$ cat src/rtl/if_stage_pkg.sv
// Shared fetch-side definitions: bus widths, chip-enable levels, IF/ID payload
// and the IF/ID update operations selected by the fetch stage.
package if_stage_pkg;

  localparam int unsigned INST_ADDR_W = 32;
  localparam int unsigned INST_W      = 32;

  localparam logic CHIP_ENABLE  = 1'b1;
  localparam logic CHIP_DISABLE = 1'b0;

  localparam logic [INST_W-1:0]      ZERO_WORD        = '0;
  localparam logic [INST_ADDR_W-1:0] RESET_PC_DEFAULT = 32'h0000_0000;

  typedef logic [INST_ADDR_W-1:0] inst_addr_t;
  typedef logic [INST_W-1:0]      inst_t;

  typedef struct packed {
    inst_addr_t pc;
    inst_t      inst;
  } if_id_t;

  typedef enum logic [1:0] {
    IFID_HOLD,
    IFID_BUBBLE,
    IFID_CLEAR,
    IFID_CAPTURE
  } if_id_op_e;

  // Redirect targets are always word aligned.
  function automatic inst_addr_t word_align(input inst_addr_t addr);
    return {addr[INST_ADDR_W-1:2], 2'b00};
  endfunction

endpackage

$ cat src/rtl/if_id_reg.sv
// IF/ID boundary register: applies the hold/bubble/clear/capture operation
// chosen by the fetch stage and counts delivered instructions.
module if_id_reg
  import if_stage_pkg::*;
(
  input  logic                   clk,
  input  logic                   rst,
  input  if_id_op_e              op,
  input  if_id_t                 fetch,
  output logic [INST_ADDR_W-1:0] id_pc,
  output logic [INST_W-1:0]      id_inst,
  output logic                   id_valid,
  output logic [31:0]            fetch_cnt
);

  always_ff @(posedge clk or posedge rst) begin
    if (rst) begin
      id_pc     <= '0;
      id_inst   <= ZERO_WORD;
      id_valid  <= 1'b0;
      fetch_cnt <= '0;
    end else begin
      case (op)
        IFID_CLEAR: begin
          id_pc    <= '0;
          id_inst  <= ZERO_WORD;
          id_valid <= 1'b0;
        end
        // A bubble keeps the last id_pc; only the instruction is voided.
        IFID_BUBBLE: begin
          id_inst  <= ZERO_WORD;
          id_valid <= 1'b0;
        end
        IFID_CAPTURE: begin
          id_pc     <= fetch.pc;
          id_inst   <= fetch.inst;
          id_valid  <= 1'b1;
          fetch_cnt <= fetch_cnt + 32'd1;
        end
        default: begin
        end
      endcase
    end
  end

endmodule

$ cat src/rtl/if_stage.sv
// Instruction-fetch stage: owns the PC and ROM enable, selects the next PC and
// steers the IF/ID register through wake-up, stalls, branches and flushes.
module if_stage
  import if_stage_pkg::*;
#(
  parameter logic [INST_ADDR_W-1:0] RESET_PC   = RESET_PC_DEFAULT,
  parameter int unsigned            PC_STEP    = 4,
  parameter bit                     DELAY_SLOT = 1'b1
) (
  input  logic                   clk,
  input  logic                   rst,
  input  logic                   stall_if,
  input  logic                   stall_id,
  input  logic                   branch_flag_in,
  input  logic [INST_ADDR_W-1:0] branch_target_in,
  input  logic                   flush,
  input  logic [INST_ADDR_W-1:0] new_pc,
  input  logic [INST_W-1:0]      inst_in,
  output logic                   rom_en_out,
  output logic [INST_ADDR_W-1:0] pc_out,
  output logic [INST_ADDR_W-1:0] id_pc,
  output logic [INST_W-1:0]      id_inst,
  output logic                   id_valid,
  output logic [31:0]            fetch_cnt
);

  typedef enum logic {
    ST_WAKE,
    ST_RUN
  } state_e;

  state_e    state;
  if_id_op_e if_id_op;
  if_id_t    fetch;

  assign fetch = {pc_out, inst_in};

  // IF/ID operation; a stalled decode wins over a stalled fetch, flush over both.
  always_comb begin
    if_id_op = IFID_HOLD;
    if (state == ST_RUN) begin
      if (flush)               if_id_op = IFID_CLEAR;
      else if (stall_id)       if_id_op = IFID_HOLD;
      else if (stall_if)       if_id_op = IFID_BUBBLE;
      else if (branch_flag_in) if_id_op = DELAY_SLOT ? IFID_CAPTURE : IFID_BUBBLE;
      else                     if_id_op = IFID_CAPTURE;
    end
  end

  // Enable FSM and PC register.
  always_ff @(posedge clk or posedge rst) begin
    if (rst) begin
      state      <= ST_WAKE;
      rom_en_out <= CHIP_DISABLE;
      pc_out     <= RESET_PC;
    end else begin
      case (state)
        ST_WAKE: begin
          state      <= ST_RUN;
          rom_en_out <= CHIP_ENABLE;
        end
        ST_RUN: begin
          if (flush)                      pc_out <= word_align(new_pc);
          else if (stall_if || stall_id)  pc_out <= pc_out;
          else if (branch_flag_in)        pc_out <= word_align(branch_target_in);
          else                            pc_out <= pc_out + INST_ADDR_W'(PC_STEP);
        end
        default: begin
          state      <= ST_WAKE;
          rom_en_out <= CHIP_DISABLE;
        end
      endcase
    end
  end

  if_id_reg u_if_id_reg (
    .clk       (clk),
    .rst       (rst),
    .op        (if_id_op),
    .fetch     (fetch),
    .id_pc     (id_pc),
    .id_inst   (id_inst),
    .id_valid  (id_valid),
    .fetch_cnt (fetch_cnt)
  );

endmodule

$ cat config.mk
export PLATFORM = sky130hd
export DESIGN_NAME = if_stage
export DESIGN_NICKNAME = d
export VERILOG_FILES = /design/src/rtl/if_stage_pkg.sv /design/src/rtl/if_id_reg.sv /design/src/rtl/if_stage.sv
export SDC_FILE = /design/constraint.sdc
export NUM_CORES = 1
export LEC_CHECK = 0
export BUFFER_PORTS_ARGS = -buffer_cell sky130_fd_sc_hd__buf_2
export CORE_ASPECT_RATIO = 0.9
export CORE_UTILIZATION = 49
export CTS_CLUSTER_SIZE = 10
export DETAILED_ROUTE_END_ITERATION = 10
export PLACE_DENSITY_LB_ADDON = 0.08
export SYNTH_ARGS = -nofsm -noshare
export SYNTH_HDL_FRONTEND = slang
export SYNTH_SLANG_ARGS = --single-unit
export TNS_END_PERCENT = 100
$ cat constraint.sdc
create_clock -name clk -period 5 [get_ports clk]
set_input_delay 1 -clock clk [delete_from_list [all_inputs] [get_ports clk]]
set_output_delay 1 -clock clk [all_outputs]
set_load 0.01 [all_outputs]
==> reports/results.txt, run 1 <==
Crit path buffers/inverters = 2
htree depth = 4
Worst Tran Pin Value = 0.862 ns
NumNets Final = 875
commonest non-fill, non-tap cell in the layout = buf_2
worst setup margin = 1.81 ns
register area share after synthesis = 0.534
routability congestion estimate = 0.848
WS Path Type = input port to register
Combinational Power Share = 0.150
worst-skew pair later-pin latency = 0.42 ns
Detailed Routing Iterations Pass 1 = 7
vias per cell = 5.89
fill count = 974
design area = 0.00770 sq mm
synthesized area = 0.00595 sq mm
DR vias = 5,547
grt ovf = 0
CP delay by family, top = simple AND/OR/NAND/NOR gates
busiest grt layer = met2
met3 usage = 0.0805
global-route wire length before repair = 26.8 mm
post_cts resized = 0
initial antenna violation count = 1
Slew Viols, Final = 0
GRT Total Usage = 0.276
Distinct cells, synth = 56
Worst Path Max Fanout = 78
Mapped Cells = 565
Fin. Hold Viols = 0
Core Util, Final = 0.663
met2 usage = 0.445
slowest stage cell, crit path = buf_4
PD cells = 364 mW/mm^2
post-CTS repair timing setup buffer count = 0
Core ar. = 0.0116 sq mm
YS warnings = 0
dpl ws = 1.40 ns
Critical Path AT = 3.53 ns
Worst Setup Start Kind = input port
crit share post-route = 0.638
NetSw = 0.807 mW
setup TNS = 0 ns
vias in the first global route = 5,289
num ports = 232
met1 Use GR = 0.357
FF+latch area = 0.00318 sq mm
largest net degree at the start of global routing = 79
max cap viols = 0
final setup fails = 0
Area Overhead vs Synth = 29.5%
EDFF count, synth = 0
P_leak = 3.84 nW
Peak VDD IR = 0.217 mV
Worst Path Required = 5.34 ns
final WL = 17.2 mm
Fin Hold WS = 0.459 ns
Residual DRC = 0
multi-input gate area in the final layout = 0.00259 sq mm
Die Y = 107 microns
skew final = 0.00725 ns
Reg clk slew, reported paths = 0.06 ns
1st-iter DRT viols = 438
asr flop ratio synth = 1.00
clk root buf = clkbuf_16
die area = 0.0126 sq mm
status = complete, no violations
placed instance area = 0.00716 sq mm
Initial Util = 0.512
Buffers on Ports = 223
Yosys reg bits = 127
CP Capture Type = register
Switching Fraction = 0.288
Detail Route Antenna Nets = 0
fin crit period = 3.19 ns
Routed WL per cell = 18.2 microns
unrepaired setup endpoints after global routing = no
layout cells sized above 1 = 0.347
deepest clock path buffer count = 2
CTS tree = built
most frequent cells in the layout = buf_2, dfrtp_1, a22o_1
top_reg_cell synth = dfrtp_1
mean post-synth cell area = 10.5 sq um
fmax = 314 MHz
DP Wirelength = 11.6 mm
Sequential Power Share = 0.441
DIE WIDTH = 118 microns
Crit path largest cell delay = 0.72 ns
Internal Power = 2.00 mW
Worst slew margin = 0.425
total CTS buffers = 17
Hold Path Class = register to register
std cell rows = 37
Post-CTS Hold Buffers = 0
Clock power frac = 0.409
CTS sink cnt = 127
cells along the critical path = buf_2, nor4b_4, buf_4, nand4_1, or2_2, nor2_1, xor2_1
-- cell type report --
| class | count | area share |
|---|---|---|
| diodes | 1 | 0.000325 |
| clock buffers | 22 | 0.0590 |
| clock inverters | 10 | 0.0117 |
| inverters | 9 | 0.00471 |
| multi-input cells | 387 | 0.336 |
| flip-flops and latches | 127 | 0.413 |
| well taps | 156 | 0.0253 |
| repair buffers | 229 | 0.151 |
-- flip-flops by register name, indices dropped and copies added, names as in the netlist --
name                   count
pc_out                    30
rom_en_out                 1
state                      1
u_if_id_reg.fetch_cnt     32
u_if_id_reg.id_inst       32
u_if_id_reg.id_pc         30
u_if_id_reg.id_valid       1
-- stage by stage --
step           total power, mW  instances
4_1_cts                   2.81        940
5_1_grt                   2.93        941
3_3_place_gp              1.65        908
2_1_floorplan             1.47        568
6_report                  2.80        941
3_5_place_dp              1.67        908
-- cell usage after synthesis (3+ instances only) --
cell type,instances,area [sq um]
dfrtp_1,127,3180
a22o_1,63,552
nand2_1,38,143
nor2_1,36,135
xnor2_1,34,298
clkbuf_1,33,124
o21ai_0,29,145
nand3_1,25,125
a21oi_1,21,105
nand4_1,14,87.6
nor4_1,11,68.8
xor2_1,11,96.3
and3_1,10,62.6
inv_1,9,33.8
nor3_1,9,45.0
a222oi_1,7,70.1
and4_1,7,61.3
nand2b_1,7,43.8
buf_1,5,18.8
buf_4,4,30.0
o31ai_1,4,30.0
a221oi_1,3,26.3
a22oi_1,3,22.5
a31o_2,3,26.3
a31oi_1,3,18.8
buf_2,3,15.0
o41ai_1,3,26.3
or2_2,3,18.8
or4_1,3,22.5
-- power groups by stage --
stage               Clock [mW]  Sequential (mW)  Combinational (mW)
global placement             0             1.24               0.410
floorplan                    0             1.25               0.216
finish                    1.15             1.23               0.420
global route              1.22             1.25               0.461
detailed placement           0             1.25               0.420
CTS                       1.16             1.23               0.423
-- worst register-to-register path, cell delays in order, from the launching register on --
cell and delay (ns):
dfrtp_1 0.66, nor4b_4 0.36, buf_4 0.72, nand4_1 0.32, or2_2 0.38, nor2_1 0.13, xor2_1 0.16
-- logic make-up (layout without fill, tap and decap cells) --
family          count (synthesis)  after routing  share of synthesized area
compound gates                160            160                      0.201
flops                         127            127                      0.534
simple gates                  173            173                      0.152
other cells                     2              6                    0.00126
buf+inv                        54            270                     0.0372
mux                             2              2                    0.00357
xor+xnor                       45             45                     0.0662
fa+ha+maj                       2              2                    0.00420
-- path summary, 6_finish.rpt --
kind	slack, ns	depth (start not counted)	endpoint	startpoint
max in group asynchronous	3.26	3	u_if_id_reg.id_pc[4]$_DFFE_PP0P_	rst
worst max register to register	2.20	6	u_if_id_reg.fetch_cnt[17]$_DFFE_PP0P_	state$_DFF_PP0_
worst min register to register	0.46	1	rom_en_out$_DFFE_PP0N_	rom_en_out$_DFFE_PP0N_
worst max-delay path	1.81	7	u_if_id_reg.fetch_cnt[17]$_DFFE_PP0P_	flush
worst min-delay path	0.46	1	rom_en_out$_DFFE_PP0N_	rom_en_out$_DFFE_PP0N_
min in group asynchronous	0.77	2	u_if_id_reg.fetch_cnt[24]$_DFFE_PP0P_	rst
-- metal layers --
metal / wire, microns / part of all wire
met5: 0 / 0
met3: 1320 / 0.077
met2: 8020 / 0.47
met4: 326 / 0.019
met1: 7500 / 0.44
No activity file was read; power rests on OpenSTA's default activity.
==> inputs of run 2 (changes only) <==
clock period = 3 ns   (was 5 ns; I/O delays follow)
==> run 2 against run 1 <==
Compared with the run above:
- combinational power up 72%
- worst hold slack worse by 0.062 ns
- highest routed layer unchanged
- count of clock-buffer cells in the layout up 3
- critical path depth down 1
==> reports/results.txt, run 2 (synthesis gave the netlist of run 1 again) <==
initial antenna violation count = 1 (unchanged)
Peak VDD IR = 0.383 mV (was 0.217 mV)
vias per cell = 5.77 (was 5.89)
Worst slew margin = 0.358 (was 0.425)
CTS sink cnt = 127 (unchanged)
htree depth = 4 (unchanged)
Area Overhead vs Synth = 31.9% (was 29.5%)
vias in the first global route = 5,339 (was 5,289)
num ports = 232 (unchanged)
WS Path Type = register to register (was input port to register)
PD cells = 609 mW/mm^2 (was 364 mW/mm^2)
max cap viols = 0 (unchanged)
clk root buf = clkbuf_16 (unchanged)
Initial Util = 0.512 (unchanged)
Worst Setup Start Kind = register (was input port)
busiest grt layer = met2 (unchanged)
Slew Viols, Final = 0 (unchanged)
FF+latch area = 0.00318 sq mm (unchanged)
final setup fails = 0 (unchanged)
die area = 0.0126 sq mm (unchanged)
final WL = 17.2 mm (about the same)
grt ovf = 0 (unchanged)
CP Capture Type = register (unchanged)
1st-iter DRT viols = 487 (was 438)
DIE WIDTH = 118 microns (unchanged)
Crit path largest cell delay = 0.67 ns (was 0.72 ns)
fill count = 926 (was 974)
worst setup margin = 0.484 ns (was 1.81 ns)
total CTS buffers = 17 (unchanged)
crit share post-route = 0.839
layout cells sized above 1 = 0.352 (was 0.347)
setup TNS = 0 ns (unchanged)
fin crit period = 2.52 ns
Die Y = 107 microns (unchanged)
routability congestion estimate = 0.821 (was 0.848)
GRT Total Usage = 0.279 (was 0.276)
Reg clk slew, reported paths = 0.05 ns (was 0.06 ns)
std cell rows = 37 (unchanged)
DR vias = 5,479 (was 5,547)
unrepaired setup endpoints after global routing = no (unchanged)
global-route wire length before repair = 27.2 mm (was 26.8 mm)
Detailed Routing Iterations Pass 1 = 8 (was 7)
met1 Use GR = 0.375 (was 0.357)
Hold Path Class = input port to asynchronous set/reset pin (was register to register)
CTS tree = built (unchanged)
Core Util, Final = 0.675 (was 0.663)
fmax = 398 MHz
slowest stage cell, crit path = or4_1 (was buf_4)
multi-input gate area in the final layout = 0.00259 sq mm (unchanged)
cells along the critical path = ha_1, nand2_1, or4_1, or2_4, o2111a_1, a311o_1 (was buf_2, nor4b_4, buf_4, nand4_1, or2_2, nor2_1, xor2_1)
commonest non-fill, non-tap cell in the layout = buf_2 (unchanged)
met2 usage = 0.439 (was 0.445)
post-CTS repair timing setup buffer count = 0 (unchanged)
status = complete, no violations (unchanged)
skew final = 0.00786 ns (was 0.00725 ns)
Worst Tran Pin Value = 0.961 ns (was 0.862 ns)
DP Wirelength = 11.7 mm (was 11.6 mm)
met3 usage = 0.0660 (was 0.0805)
Core ar. = 0.0116 sq mm (unchanged)
Worst Path Required = 3.29 ns (was 5.34 ns)
most frequent cells in the layout = buf_2, dfrtp_1, a22o_1 (unchanged)
Detail Route Antenna Nets = 0 (unchanged)
largest net degree at the start of global routing = 49 (was 79)
top flop regs = u_if_id_reg.fetch_cnt (32), u_if_id_reg.id_inst (32) (unchanged)
Residual DRC = 0 (unchanged)
Critical Path AT = 2.81 ns (was 3.53 ns)
deepest clock path buffer count = 2 (unchanged)
Post-CTS Hold Buffers = 0 (unchanged)
P_leak = 3.92 nW (was 3.84 nW)
Buffers on Ports = 223 (unchanged)
Worst Path Max Fanout = 8 (was 78)
Fin. Hold Viols = 0 (unchanged)
NumNets Final = 884 (was 875)
post_cts resized = 0 (unchanged)
dpl ws = 0.535 ns (was 1.40 ns)
Routed WL per cell = 18.1 microns (was 18.2 microns)
worst-skew pair later-pin latency = 0.42 ns (about the same)
## run 2: area by class of cell
| class | instances | area share |
|---|---|---|
| Antenna cell | 1 | 0.000319 |
| Clock buffer | 25 | 0.0619 |
| Clock inverter | 6 | 0.0105 |
| Inverter | 9 | 0.00478 |
| Multi-Input combinational cell | 387 | 0.330 |
| Sequential cell | 127 | 0.405 |
| Tap cell | 156 | 0.0249 |
| Timing Repair Buffer | 238 | 0.163 |
## run 2: per-layer routing
layer	wire, microns	up-vias
li1	-	2514
met5	0	-
met3	1390	25
met2	8070	274
met1	7470	2666
met4	275	0
## run 2: path summary, 6_finish.rpt
kind                            slack [ns]                    from  cells after the start                               endpoint
worst min register to register        0.47  rom_en_out$_DFFE_PP0N_                      1                 rom_en_out$_DFFE_PP0N_
max in group asynchronous             1.93                     rst                      3    u_if_id_reg.id_inst[18]$_DFFE_PP0P_
worst max-delay path                  0.48   pc_out[2]$_DFFE_PP0P_                      6                 pc_out[22]$_DFFE_PP0P_
min in group clk                      0.41              inst_in[7]                      2     u_if_id_reg.id_inst[7]$_DFFE_PP0P_
worst min-delay path                  0.40                     rst                      2  u_if_id_reg.fetch_cnt[15]$_DFFE_PP0P_
worst max register to register        0.48   pc_out[2]$_DFFE_PP0P_                      6                 pc_out[22]$_DFFE_PP0P_
## run 2: worst max-delay path: cells and delay by family (launching register included)
family          cells  cell delay (ns)
compound gates      2             0.55
fa+ha+maj           1             0.27
flops               1             0.47
simple gates        3             1.11
## run 2: through the flow
stage | power, mW | cells | instance area, sq um | hold slack (ns)
2_1_floorplan | 2.45 | 568 | 5970 | 0.504
3_3_place_gp | 2.77 | 917 | 7280 | 0.451
3_5_place_dp | 2.80 | 917 | 7280 | 0.462
4_1_cts | 4.79 | 948 | 7840 | 0.393
5_1_grt | 4.96 | 949 | 7850 | 0.401
6_report | 4.78 | 949 | 7850 | 0.398
## run 2: power breakdown
| part | internal (mW) | switching (mW) |
|---|---|---|
| combinational | 0.330 | 0.391 |
| clock | 1.28 | 0.718 |
| sequential | 1.86 | 0.200 |
